File: src/rtl/tcdm_master_adapter.sv
// Per-initiator front end for one tcdm_interconnect initiator port.
// Request FIFO -> req/gnt issue, a tag FIFO tracking in-flight response kinds,
// and a response FIFO offered to the core under valid/ready. A credit counter
// bounds granted-but-unretired requests so the response FIFO cannot overflow.
module tcdm_master_adapter #(
  parameter int unsigned AddrWidth      = 32,
  parameter int unsigned DataWidth      = 32,
  parameter int unsigned BeWidth        = DataWidth / 8,
  parameter int unsigned ReqDepth       = 2,
  parameter int unsigned MaxOutstanding = 4,
  parameter bit          WriteRespOn    = 1'b1
) (
  input  logic                 clk_i,
  input  logic                 rst_i,
  // Core request stream
  input  logic                 req_valid_i,
  output logic                 req_ready_o,
  input  logic [AddrWidth-1:0] req_addr_i,
  input  logic                 req_wen_i,
  input  logic [DataWidth-1:0] req_wdata_i,
  input  logic [BeWidth-1:0]   req_be_i,
  // Core response stream
  output logic                 rsp_valid_o,
  input  logic                 rsp_ready_i,
  output logic [DataWidth-1:0] rsp_rdata_o,
  output logic                 rsp_wen_o,
  // Interconnect side
  output logic                 req_o,
  input  logic                 gnt_i,
  output logic [AddrWidth-1:0] add_o,
  output logic                 wen_o,
  output logic [DataWidth-1:0] wdata_o,
  output logic [BeWidth-1:0]   be_o,
  input  logic                 vld_i,
  input  logic [DataWidth-1:0] rdata_i,
  // Status
  output logic                 busy_o,
  output logic                 err_o
);

  localparam int unsigned ReqPtrW = (ReqDepth > 1) ? $clog2(ReqDepth) : 1;
  localparam int unsigned ReqCntW = $clog2(ReqDepth + 1);
  localparam int unsigned RspPtrW = (MaxOutstanding > 1) ? $clog2(MaxOutstanding) : 1;
  localparam int unsigned CntW    = $clog2(MaxOutstanding + 1);

  localparam logic [ReqPtrW-1:0] ReqLast = ReqPtrW'(ReqDepth - 1);
  localparam logic [RspPtrW-1:0] RspLast = RspPtrW'(MaxOutstanding - 1);
  localparam logic [ReqCntW-1:0] ReqFull = ReqCntW'(ReqDepth);
  localparam logic [CntW-1:0]    RspFull = CntW'(MaxOutstanding);

  // Request FIFO storage and pointers
  logic [AddrWidth-1:0] req_addr_q  [ReqDepth];
  logic                 req_wen_q   [ReqDepth];
  logic [DataWidth-1:0] req_wdata_q [ReqDepth];
  logic [BeWidth-1:0]   req_be_q    [ReqDepth];
  logic [ReqPtrW-1:0]   req_wptr_q, req_wptr_d, req_rptr_q, req_rptr_d;
  logic [ReqCntW-1:0]   req_cnt_q, req_cnt_d;

  // Tag FIFO: wen of each granted request still awaiting vld_i
  logic                 tag_q [MaxOutstanding];
  logic [RspPtrW-1:0]   tag_wptr_q, tag_wptr_d, tag_rptr_q, tag_rptr_d;
  logic [CntW-1:0]      tag_cnt_q, tag_cnt_d;

  // Response FIFO
  logic [DataWidth-1:0] rsp_data_q [MaxOutstanding];
  logic                 rsp_tag_q  [MaxOutstanding];
  logic [RspPtrW-1:0]   rsp_wptr_q, rsp_wptr_d, rsp_rptr_q, rsp_rptr_d;
  logic [CntW-1:0]      rsp_cnt_q, rsp_cnt_d;

  // Credits: granted requests that need a response and are not yet retired
  logic [CntW-1:0]      outstanding_q, outstanding_d;
  logic                 err_q, err_d;

  logic req_empty, req_full, req_push, req_pop;
  logic head_wen, needs_rsp, grant;
  logic tag_empty, tag_push, tag_pop, spurious;
  logic rsp_empty, rsp_full, rsp_push, rsp_wr, rsp_pop, overflow;

  assign req_empty = (req_cnt_q == '0);
  assign req_full  = (req_cnt_q == ReqFull);
  assign req_push  = req_valid_i && !req_full;

  assign head_wen  = req_wen_q[req_rptr_q];
  assign needs_rsp = !head_wen || WriteRespOn;
  // Built only from registered state so gnt_i may depend on req_o
  assign req_o     = !req_empty && (!needs_rsp || (outstanding_q < RspFull));
  assign grant     = req_o && gnt_i;
  assign req_pop   = grant;

  assign tag_empty = (tag_cnt_q == '0);
  assign tag_push  = grant && needs_rsp;
  assign tag_pop   = vld_i && !tag_empty;
  assign spurious  = vld_i && tag_empty;

  assign rsp_empty = (rsp_cnt_q == '0);
  assign rsp_full  = (rsp_cnt_q == RspFull);
  assign rsp_push  = tag_pop;
  assign rsp_wr    = rsp_push && !rsp_full;
  assign overflow  = rsp_push && rsp_full;
  assign rsp_pop   = !rsp_empty && rsp_ready_i;

  // Head/data outputs read as zero while their FIFO is empty
  assign req_ready_o = !req_full;
  assign add_o       = req_empty ? '0 : req_addr_q[req_rptr_q];
  assign wen_o       = req_empty ? 1'b0 : head_wen;
  assign wdata_o     = req_empty ? '0 : req_wdata_q[req_rptr_q];
  assign be_o        = req_empty ? '0 : req_be_q[req_rptr_q];
  assign rsp_valid_o = !rsp_empty;
  assign rsp_rdata_o = rsp_empty ? '0 : rsp_data_q[rsp_rptr_q];
  assign rsp_wen_o   = rsp_empty ? 1'b0 : rsp_tag_q[rsp_rptr_q];
  assign busy_o      = !req_empty || (outstanding_q != '0);
  assign err_o       = err_q;

  // Next-state for pointers, occupancy counts, credits and the sticky error
  always_comb begin
    req_wptr_d    = req_wptr_q;
    req_rptr_d    = req_rptr_q;
    tag_wptr_d    = tag_wptr_q;
    tag_rptr_d    = tag_rptr_q;
    rsp_wptr_d    = rsp_wptr_q;
    rsp_rptr_d    = rsp_rptr_q;
    if (req_push) req_wptr_d = (req_wptr_q == ReqLast) ? '0 : req_wptr_q + 1'b1;
    if (req_pop)  req_rptr_d = (req_rptr_q == ReqLast) ? '0 : req_rptr_q + 1'b1;
    if (tag_push) tag_wptr_d = (tag_wptr_q == RspLast) ? '0 : tag_wptr_q + 1'b1;
    if (tag_pop)  tag_rptr_d = (tag_rptr_q == RspLast) ? '0 : tag_rptr_q + 1'b1;
    if (rsp_wr)   rsp_wptr_d = (rsp_wptr_q == RspLast) ? '0 : rsp_wptr_q + 1'b1;
    if (rsp_pop)  rsp_rptr_d = (rsp_rptr_q == RspLast) ? '0 : rsp_rptr_q + 1'b1;
    req_cnt_d     = req_cnt_q + ReqCntW'(req_push) - ReqCntW'(req_pop);
    tag_cnt_d     = tag_cnt_q + CntW'(tag_push) - CntW'(tag_pop);
    rsp_cnt_d     = rsp_cnt_q + CntW'(rsp_wr) - CntW'(rsp_pop);
    outstanding_d = outstanding_q + CntW'(tag_push) - CntW'(rsp_pop);
    err_d         = err_q || spurious || overflow;
  end

  // Control state register
  always_ff @(posedge clk_i or posedge rst_i) begin
    if (rst_i) begin
      req_wptr_q    <= '0;
      req_rptr_q    <= '0;
      req_cnt_q     <= '0;
      tag_wptr_q    <= '0;
      tag_rptr_q    <= '0;
      tag_cnt_q     <= '0;
      rsp_wptr_q    <= '0;
      rsp_rptr_q    <= '0;
      rsp_cnt_q     <= '0;
      outstanding_q <= '0;
      err_q         <= 1'b0;
    end else begin
      req_wptr_q    <= req_wptr_d;
      req_rptr_q    <= req_rptr_d;
      req_cnt_q     <= req_cnt_d;
      tag_wptr_q    <= tag_wptr_d;
      tag_rptr_q    <= tag_rptr_d;
      tag_cnt_q     <= tag_cnt_d;
      rsp_wptr_q    <= rsp_wptr_d;
      rsp_rptr_q    <= rsp_rptr_d;
      rsp_cnt_q     <= rsp_cnt_d;
      outstanding_q <= outstanding_d;
      err_q         <= err_d;
    end
  end

  // FIFO payload storage; contents are only observed through occupancy-gated reads
  always_ff @(posedge clk_i) begin
    if (req_push) begin
      req_addr_q[req_wptr_q]  <= req_addr_i;
      req_wen_q[req_wptr_q]   <= req_wen_i;
      req_wdata_q[req_wptr_q] <= req_wdata_i;
      req_be_q[req_wptr_q]    <= req_be_i;
    end
    if (tag_push) tag_q[tag_wptr_q] <= head_wen;
    if (rsp_wr) begin
      rsp_data_q[rsp_wptr_q] <= rdata_i;
      rsp_tag_q[rsp_wptr_q]  <= tag_q[tag_rptr_q];
    end
  end

endmodule

File: config.mk
export PLATFORM = sky130hd
export DESIGN_NAME = tcdm_master_adapter
export DESIGN_NICKNAME = d
export VERILOG_FILES = /design/src/rtl/tcdm_master_adapter.sv
export SDC_FILE = /design/constraint.sdc
export NUM_CORES = 1
export LEC_CHECK = 0
export CAP_MARGIN = 20
export CORE_ASPECT_RATIO = 1.25
export CORE_MARGIN = 5
export CORE_UTILIZATION = 52
export DETAILED_ROUTE_END_ITERATION = 10
export GPL_ROUTABILITY_DRIVEN = 0
export PLACE_DENSITY = 0.8
export SLEW_MARGIN = 20
export SYNTH_ARGS = -nofsm -noshare
export SYNTH_HDL_FRONTEND = slang
export SYNTH_SLANG_ARGS = --single-unit
File: constraint.sdc
create_clock -name clk_i -period 5.7 [get_ports clk_i]
set_input_delay 0.855 -clock clk_i [delete_from_list [all_inputs] [get_ports clk_i]]
set_output_delay 0.855 -clock clk_i [all_outputs]
set_load 0.03 [all_outputs]
==> results of run 1 <==
report_power, final:
group	internal [mW]	total, mW	switching, mW
Clock	1.00	1.74	0.734
Combinational	1.63	3.78	2.15
Sequential	2.96	3.28	0.320
final timing paths:
kind                                from               end  cells past startpoint
min in group asynchronous          rst_i             err_o                      2
max in group asynchronous          rst_i        req_rptr_q                      2
hold / removal                     err_o             err_o                      1
setup reg to reg            rsp_cnt_q[1]  outstanding_q[2]                      6
hold reg to reg                    err_o             err_o                      1
setup / recovery           rsp_rptr_q[0]   rsp_rdata_o[13]                      4
layout make-up:
type,count,area [sq um]
clock buffer,30,686.9
clock inverter,18,170.2
fill,1418,7263
inverter,9,33.78
multi-input combinational,282,2645
sequential,296,8783
tap,283,354.1
timing repair buffer,220,2197
metal layers:
| layer | vias up | routed length, um |
|---|---|---|
| met4 | 0 | 357 |
| li1 | 2778 | - |
| met2 | 258 | 11950 |
| met3 | 27 | 1990 |
| met1 | 3034 | 8805 |
| met5 | - | 0 |
worst max-delay path, delay by kind of cell, from the launching register on:
| kind | cells | cell delay, ns |
|---|---|---|
| simple gates | 1 | 0.17 |
| mux | 1 | 0.58 |
| flops | 1 | 0.83 |
| buf+inv | 2 | 1.02 |
stage by stage:
step	std cells	area (sq um)	power, mW
detailed placement	1089	13990	7.134
floorplan	615	11590	5.681
finish	1138	14870	8.800
global placement	1089	13990	7.012
CTS	1137	14850	8.909
global route	1138	14870	9.240
placed cells by master (no fill, tap or decap), types with 6 or more instances in the layout:
master	netlist	routed
clkdlybuf4s50_1	0	213
buf_4	2	6
mux4_2	34	34
clkinv_2	0	7
edfxtp_1	274	274
ha_1	14	14
clkbuf_16	0	27
nor2_1	75	73
dfrtp_1	22	20
xnor2_1	11	11
inv_1	9	9
and2_1	41	37
mux2i_1	69	69
sequential cells by signal, indices dropped and copies added, names as in the netlist, 2 cells and up:
signal	count
rsp_data_q	128
tag_q	4
rsp_cnt_q	3
req_be_q	8
rsp_tag_q	4
outstanding_q	3
req_wdata_q	64
tag_cnt_q	3
tag_wptr_q	2
rsp_wptr_q	2
req_addr_q	64
req_wen_q	2
rsp_rptr_q	2
req_cnt_q	2
tag_rptr_q	2
cell families (layout without fill, tap and decap cells):
kind of cell	Yosys count	in the layout	share of synthesized area, %
AND/OR/NAND/NOR	132	132	5.461
AO/OA/AOI/OAI	9	9	0.7447
multiplexers	111	111	13.41
XOR/XNOR	13	13	0.9822
adder cells (fa/ha/maj)	17	17	2.029
flip-flops	296	296	75.73
buffers and inverters	37	277	1.651
==> metrics.csv, run 1 <==
stage,metric,value,unit
power,leakage,5.259,nW
sta,fin_crit,3.992,ns
power,powerDensity,591.8,nW/um^2
logic_synthesis,syn_nets,739,
layout,syn2layout_area_growth,28.28,%
global_routing,track_usage,18.18,%
global_routing,top_usage_layer,met2,
routing,num_vias,6097,
cts,path_clk_slew,0.06,ns
logic_synthesis,ys_warn_count,0,
sta,min_period_over_period,70.04,%
layout,antenna_cells,0,
routing,wire_per_inst,20.30,um
floorplanning,std_cell_rows,61,
logic_synthesis,synth_edf_count,274,
sta,setup_tns,0,ns
logic_synthesis,syn_avg_cell_area,18.85,sq um
logic_synthesis,synth-seq-cells,296,
setup_path,crit_slowest_cell,dfrtp_2,
placement,portBuffers,213,
routing,dr.pass1.iters,6,
logic_synthesis,yosysSeqAreaShare,75.73,%
sta,hold_ws,0.4598,ns
floorplanning,die_y,176.9,um
floorplanning,dieArea,25400,sq um
sta,worstMarginPinSlew,0.9411,ns
cts,insertion_delay,0.52,ns
global_routing,antenna_found_initial,0,
setup_path,regToRegSetupSlack,3.23,ns
cts,cts_tree,built,
cts,cts_buffers,27,
setup_path,critPathLaunchType,flip-flop,
cts,clk_path_buf_depth,3,
global_routing,use_met1,22.70,%
cts,hold_buffers,0,
run,max_cap_violations,0,
cts,cts_resized,0,
setup_path,worstSetupPathType,reg -> out,
floorplanning,io_pins,214,
logic_synthesis,netlist.area_leader.share,70.98,%
sta,fmax,250.5,MHz
routing,postRouteAntennaNets,0,
global_routing,overflow,0,
layout,drive_above_1_share,11.70,%
logic_synthesis,synth_cells,615,
sta,hold_violations,0,
floorplanning,start_util,52.37,%
logic_synthesis,synthFlopType,edfxtp_1,
setup_path,endpoint_kind,primary output,
sta,finalClockSkew,0.01121,ns
cts,cts_sinks,296,
sta,setup_viol,0,
sta,relSlewSlack,37.26,%
routing,viasPerCell,5.358,
layout,nets,960,
global_routing,grt_pass1_vias,6721,
floorplanning,core_area,22130,sq um
setup_path,crit_arrival,3.14,ns
sta,finalWorstSetupSlack,1.708,ns
global_routing,grt_start_max_net_pins,62,
logic_synthesis,synth_common_cells,"edfxtp_1, nor2_1, mux2i_1",
layout,fin_util,67.18,%
cts,cts_root_buf,clkbuf_16,
global_routing,grt_pass1_wl,35980,um
sta,drv_slew,0,
routing,wirelength,23110,um
logic_synthesis,synth.most_common_cell,edfxtp_1,
setup_path,crit_path_max_incr_delay,0.83,ns
placement,dp_worst_setup_slack,2.181,ns
global_routing,use_met2,31.94,%
hold_path,hold_path_class,reg -> reg,
global_routing,met3_usage,4.649,%
logic_synthesis,async_flop_share,7.432,%
sta,grt_setup_unrepaired,false,
logic_synthesis,synth_top_cell_by_area,edfxtp_1,
logic_synthesis,synth.distinct_cells,35,
placement,place_hpwl,15300,um
setup_path,crit_chain,buf_4 > mux4_2 > and2_1 > clkdlybuf4s50_1,
run_status,status,finished clean,
power,ir_drop,0.4900,mV
setup_path,cp.required,4.85,ns
cts,htree_levels,1,
floorplanning,die_w,143.5,um
routing,drc,0,
routing,drtIter0Drc,261,
cts,cts_setup_buffers,0,
logic_synthesis,syn_area,11590,sq um
logic_synthesis,ys_top_cells_by_area,"edfxtp_1, mux4_2, mux2i_1",
setup_path,critPathMaxFanout,22,
Power figures use the tool's default switching activity.
==> run 2, diff against run 1 <==
--- a/config.mk
+++ b/config.mk
@@ -8,10 +8,10 @@
 export CAP_MARGIN = 20
 export CORE_ASPECT_RATIO = 1.25
 export CORE_MARGIN = 5
-export CORE_UTILIZATION = 52
+export CORE_UTILIZATION = 47
 export DETAILED_ROUTE_END_ITERATION = 10
 export GPL_ROUTABILITY_DRIVEN = 0
-export PLACE_DENSITY = 0.8
+export PLACE_DENSITY = 0.77
 export SLEW_MARGIN = 20
 export SYNTH_ARGS = -nofsm -noshare
 export SYNTH_HDL_FRONTEND = slang
==> constraint.sdc (replaced) <==
create_clock -name clk_i -period 3.4 [get_ports clk_i]
set_input_delay 0.51 -clock clk_i [delete_from_list [all_inputs] [get_ports clk_i]]
set_output_delay 0.51 -clock clk_i [all_outputs]
set_load 0.03 [all_outputs]
==> run 2 against run 1 <==
  * Clock power rose by 75%
  * Setup slack worse by 1.5 ns
  * Via count down 0.69%
  * Hold slack better by 0.019 ns
  * Wire length decreased by 0.87%
  * Critical endpoint is now rsp_rdata_o[27]
  * Largest power group unchanged
  * Highest routed layer unchanged
==> metrics.csv, run 2 (synthesized netlist as in run 1, its figures left out) <==
stage,metric,value,unit,change
global_routing,antenna_found_initial,0,,unchanged
run_status,status,finished clean,,unchanged
layout,final_cell_mix,"edfxtp_1, clkdlybuf4s50_1, nor2_1",,unchanged
layout,drive_above_1_share,12.23,%,was 11.70%
power,ir_drop,0.6355,mV,was 0.4900 mV
sta,drv_slew,0,,unchanged
cts,insertion_delay,0.53,ns,was 0.52 ns
global_routing,grt_start_max_net_pins,70,,was 62
setup_path,critPathLaunchType,flip-flop,,unchanged
cts,cts_sinks,296,,unchanged
cts,cts_buffers,28,,was 27
routing,wirelength,22900,um,was 23110 um
layout,fin_area,15100,sq um,was 14870 sq um
global_routing,track_usage,16.36,%,was 18.18%
setup_path,endpoint_kind,primary output,,unchanged
setup_path,regToRegSetupSlack,1.15,ns,was 3.23 ns
floorplanning,core_area,24420,sq um,was 22130 sq um
cts,clk_path_buf_depth,3,,unchanged
floorplanning,die_w,150.5,um,was 143.5 um
setup_path,cp.required,2.89,ns,was 4.85 ns
routing,num_vias,6055,,was 6097
routing,dr.pass1.iters,5,,was 6
routing,viasPerCell,5.058,,was 5.358
global_routing,grt_pass1_vias,6653,,was 6721
sta,relSlewSlack,40.31,%,was 37.26%
cts,htree_levels,1,,unchanged
setup_path,rr_worst_depth,7,,was 6
layout,nets,970,,was 960
sta,finalClockSkew,0.007699,ns,was 0.01121 ns
sta,hold_violations,0,,unchanged
layout,reg_top3,"rsp_data_q x128, req_addr_q x64, req_wdata_q x64",,unchanged
layout,largest_reg_flops,128,,unchanged
floorplanning,dieArea,27930,sq um,was 25400 sq um
setup_path,r2r-start,tag_cnt_q[1],,was rsp_cnt_q[1]
floorplanning,start_util,47.46,%,was 52.37%
sta,setup_viol,0,,unchanged
setup_path,crit_arrival,2.70,ns,was 3.14 ns
cts,hold_buffers,0,,unchanged
layout,final_common_cell,edfxtp_1,,unchanged
routing,postRouteAntennaNets,0,,unchanged
sta,fin_crit,3.207,ns,
setup_path,critical_path.startpoint,rsp_rptr_q[0],,unchanged
power,powerDensity,992.2,nW/um^2,was 591.8 nW/um^2
global_routing,overflow,0,,unchanged
routing,drtIter0Drc,224,,was 261
layout,antenna_cells,0,,unchanged
power,leakage,5.346,nW,was 5.259 nW
floorplanning,std_cell_rows,64,,was 61
routing,wire_per_inst,19.13,um,was 20.30 um
placement,portBuffers,213,,unchanged
cts,path_clk_slew,0.06,ns,about the same
sta,grt_setup_unrepaired,false,,unchanged
sta,min_period_over_period,94.33,%,
placement,placed_area,14190,sq um,was 13990 sq um
global_routing,grt_pass1_wl,35760,um,was 35980 um
run,max_cap_violations,0,,unchanged
routing,drc,0,,unchanged
cts,cts_setup_buffers,0,,unchanged
hold_path,hold_path_class,in -> async,,was reg -> reg
setup_path,critPathMaxFanout,17,,was 22
floorplanning,io_pins,214,,unchanged
setup_path,rr_endpoint,rsp_cnt_q[2],,was outstanding_q[2]
setup_path,worstSetupPathType,reg -> out,,unchanged
layout,fin_util,61.83,%,was 67.18%
cts,cts_root_buf,clkbuf_16,,unchanged
sta,setup_tns,0,ns,unchanged
cts,cts_tree,built,,unchanged
sta,fmax,311.8,MHz,
floorplanning,die_y,185.6,um,was 176.9 um
layout,top_register,rsp_data_q,,unchanged
placement,place_hpwl,15070,um,was 15300 um
sta,worstMarginPinSlew,0.8944,ns,was 0.9411 ns
layout,syn2layout_area_growth,30.28,%,was 28.28%
==> run 2: cell types whose count changed in the layout (fill, tap and decap cells not counted) <==
cell	previous run	this run
clkinv_4	0	1
clkinv_1	4	8
or3_2	1	0
buf_4	6	11
dfrtp_2	1	0
inv_8	0	1
or3_1	1	2
clkbuf_16	27	29
clkbuf_1	3	4
clkinv_2	7	3
dfrtp_4	1	2
buf_12	1	5
clkinvlp_4	4	2
==> run 2: how the worst max path moves through the flow <==
| stage | end | slack [ns] | cells after the start |
|---|---|---|---|
| floorplan | req_addr_q[0][0] | 0.27 | 3 |
| global placement | rsp_rdata_o[8] | 0.59 | 4 |
| detailed placement | rsp_rdata_o[5] | 0.57 | 4 |
| CTS | rsp_rdata_o[27] | 0.11 | 4 |
| global route | rsp_rdata_o[5] | 0.05 | 4 |
| finish | rsp_rdata_o[27] | 0.19 | 4 |
==> run 2: area by class of cell <==
class                   instances  area, sq um
clock buffers                  33        740.7
clock inverters                18        170.2
fillers                      1721         9321
inverters                       9        33.78
multi-input cells             282         2644
flip-flops and latches        296         8786
well taps                     330        412.9
repair buffers                229         2315
==> run 2: worst max-delay path: stages (launching register included) <==
cell and delay, ns:
dfrtp_4 0.64, buf_12 0.22, mux4_2 0.51, and2_1 0.19, clkdlybuf4s50_1 0.60
==> run 2: power breakdown <==
group / internal, mW / switching [mW] / leakage (nW) / total, mW
combinational: 2.84 / 3.72 / 2.13 / 6.56
sequential: 4.96 / 0.418 / 2.78 / 5.38
clock: 1.78 / 1.26 / 0.439 / 3.04
total: 9.59 / 5.40 / 5.35 / 15.0
==> run 2: routing by layer <==
layer / GRT usage (%) / part of all wire (%) / vias up / routed length [um]
met3: 6.308 / 11 / 43 / 2491
met4: 4.211 / 2.3 / 0 / 528
met2: 27.87 / 49 / 236 / 11250
li1: - / - / 2805 / -
met5: 0 / 0 / - / 0
met1: 19.64 / 38 / 2971 / 8636
==> run 2: what timing repair did <==
item                                    4_1_cts  5_1_grt
hold endpoints to repair                      0        0
gates resized for setup                       1        0
endpoints found under the setup margin        1        0
==> run 2: metrics by stage <==
step	std cells	power, mW	hold WS (ns)	setup WS (ns)
after floorplan	615	9.516	0.4788	0.2652
after global placement	1146	11.99	0.4455	0.5926
after detailed placement	1146	12.10	0.4724	0.5730
after CTS	1197	15.20	0.4903	0.1147
after global routing	1197	15.80	0.5278	0.05025
final	1197	14.98	0.4787	0.1927
==> run 3, diff against run 2 <==
--- a/config.mk
+++ b/config.mk
@@ -7,11 +7,11 @@
 export LEC_CHECK = 0
 export CAP_MARGIN = 20
 export CORE_ASPECT_RATIO = 1.25
-export CORE_MARGIN = 5
-export CORE_UTILIZATION = 47
+export CORE_UTILIZATION = 43
+export CTS_CLUSTER_DIAMETER = 150
 export DETAILED_ROUTE_END_ITERATION = 10
 export GPL_ROUTABILITY_DRIVEN = 0
-export PLACE_DENSITY = 0.77
+export PLACE_DENSITY = 0.71
 export SLEW_MARGIN = 20
 export SYNTH_ARGS = -nofsm -noshare
 export SYNTH_HDL_FRONTEND = slang
==> run 3 against run 2 <==
  * Cell count up 1.0%
  * Sequential cell count unchanged
  * Combinational power up 0.6%
  * Global-route usage down 0.20 points
  * Clock-buffer cell count up 4
  * Hold slack worse by 0.25 ns
  * Maximum frequency down 0.27%
  * Sequential power about the same
  * Non-clock buffer count up 1
  * Register-to-register slack worse by 0.02 ns
==> metrics.csv, run 3 (synthesized netlist as in run 1, its figures left out) <==
stage,metric,value,unit,change
run_status,status,finished clean,,unchanged
layout,drive_above_1_share,12.54,%,was 12.23%
hold_path,hold_path_class,in -> async,,unchanged
power,switchingPower,5.385,mW,was 5.396 mW
sta,hold_ws,0.2290,ns,was 0.4787 ns
sta,fmax,310.9,MHz,was 311.8 MHz
layout,syn2layout_area_growth,30.44,%,was 30.28%
sta,finalWorstSetupSlack,0.1839,ns,was 0.1927 ns
floorplanning,die_w,148.9,um,was 150.5 um
sta,drv_slew,0,,unchanged
layout,antenna_cells,0,,unchanged
layout,largest_reg_flops,128,,unchanged
layout,top_register,rsp_data_q,,unchanged
layout,fin_util,57.58,%,was 61.83%
power,powerDensity,982.6,nW/um^2,was 992.2 nW/um^2
cts,cts_buffers,28,,unchanged
sta,fin_crit,3.216,ns,was 3.207 ns
routing,postRouteAntennaNets,0,,unchanged
power,internal_power,9.473,mW,was 9.588 mW
floorplanning,start_util,44.14,%,was 47.46%
global_routing,grt_start_max_net_pins,70,,unchanged
cts,cts_sinks,296,,unchanged
cts,insertion_delay,0.54,ns,was 0.53 ns
cts,clk_path_buf_depth,3,,unchanged
cts,cts_setup_buffers,0,,unchanged
sta,worstMarginPinSlew,0.4960,ns,was 0.8944 ns
setup_path,crit_arrival,2.71,ns,was 2.70 ns
setup_path,r2r-start,rsp_cnt_q[2],,was tag_cnt_q[1]
routing,viasPerCell,4.944,,was 5.058
placement,dp_worst_setup_slack,0.7064,ns,was 0.5730 ns
global_routing,grt_pass1_wl,33920,um,was 35760 um
power,ir_drop,0.6416,mV,was 0.6355 mV
routing,wire_per_inst,18.14,um,was 19.13 um
sta,grt_setup_unrepaired,false,,unchanged
setup_path,critPathLaunchType,flip-flop,,unchanged
power,p_seq_share,36.0,%,was 35.9%
floorplanning,core_area,26260,sq um,was 24420 sq um
layout,final_common_cell,edfxtp_1,,unchanged
placement,portBuffers,213,,unchanged
setup_path,cp.required,2.89,ns,about the same
routing,wirelength,21940,um,was 22900 um
setup_path,worstSetupPathType,reg -> out,,unchanged
cts,cts_resized,0,,was 1
run,max_cap_violations,0,,unchanged
placement,place_hpwl,14450,um,was 15070 um
sta,hold_violations,0,,unchanged
floorplanning,io_pins,214,,unchanged
cts,path_clk_slew,0.06,ns,about the same
routing,dr.pass1.iters,4,,was 5
sta,min_period_over_period,94.59,%,was 94.33%
setup_path,critical_path.startpoint,rsp_rptr_q[0],,unchanged
setup_path,critPathMaxFanout,26,,was 17
power,power_frac_comb,44.4,%,was 43.8%
sta,setup_tns,0,ns,unchanged
sta,setup_viol,0,,unchanged
power,leakage,5.351,nW,was 5.346 nW
routing,drtIter0Drc,223,,was 224
global_routing,antenna_found_initial,0,,unchanged
sta,finalClockSkew,0.007487,ns,was 0.007699 ns
routing,num_vias,5977,,was 6055
routing,drc,0,,unchanged
floorplanning,std_cell_rows,66,,was 64
layout,nets,971,,was 970
sta,relSlewSlack,66.93,%,was 40.31%
floorplanning,dieArea,27620,sq um,was 27930 sq um
power,power.total,14.86,mW,was 14.98 mW
layout,final_cell_mix,"edfxtp_1, clkdlybuf4s50_1, nor2_1",,unchanged
cts,htree_levels,1,,unchanged
cts,cts_root_buf,clkbuf_16,,unchanged
layout,reg_top3,"rsp_data_q x128, req_addr_q x64, req_wdata_q x64",,unchanged
cts,hold_buffers,0,,unchanged
power,p_clk_share,19.5,%,was 20.3%
cts,cts_tree,built,,unchanged
setup_path,regToRegSetupSlack,1.13,ns,was 1.15 ns
global_routing,grt_pass1_vias,6306,,was 6653
floorplanning,die_y,185.6,um,about the same
power,switching_share,36.24,%,was 36.01%
global_routing,track_usage,16.16,%,was 16.36%
global_routing,overflow,0,,unchanged
setup_path,endpoint_kind,primary output,,unchanged
[run 3: worst max-delay path: stages, from the launching register on]
cell and delay, ns:
dfrtp_2 0.57, buf_12 0.28, mux4_2 0.54, and2_1 0.17
clkdlybuf4s50_1 0.59
[run 3: final cells by class]
| cell class | instances | area [sq um] |
|---|---|---|
| well taps | 340 | 425.4 |
| multi-input cells | 282 | 2644 |
| clock inverters | 15 | 112.6 |
| fillers | 1997 | 11140 |
| clock buffers | 37 | 754.5 |
| flip-flops and latches | 296 | 8783 |
| repair buffers | 230 | 2367 |
| inverters | 9 | 33.78 |
[run 3: power groups by stage]
stage                     registers, mW  clock network (mW)  logic, mW
final                              5.35                2.90       6.60
after global routing               5.44                3.12       7.07
after CTS                          5.37                2.98       6.73
after detailed placement           5.44                   0       6.68
after global placement             5.40                   0       6.64
after floorplan                    5.26                   0       4.25
[run 3: per-stage QoR]
stage / cells / cell area [sq um]
2_1_floorplan: 615 / 11590
3_3_place_gp: 1156 / 14240
3_5_place_dp: 1156 / 14240
4_1_cts: 1208 / 15110
5_1_grt: 1209 / 15120
6_report: 1209 / 15120
[run 3: routing by layer]
layer  vias up  GRT usage [%]  part of all wire, %
li1       2809              -                    -
met1      2912          18.71                   39
met2       220          27.59                   49
met3        36          6.225                   10
met4         0          5.102                  2.2
met5         -              0                    0
[run 3: path summary, 6_finish.rpt]
check | endpoint | cells past startpoint
worst max-delay path | rsp_rdata_o[3] | 4
worst min-delay path | rsp_wptr_q[0] | 2
worst max register to register | outstanding_q[2] | 6
worst min register to register | err_o | 1
max in group asynchronous | req_rptr_q | 3
min in group clk_i | err_o | 1
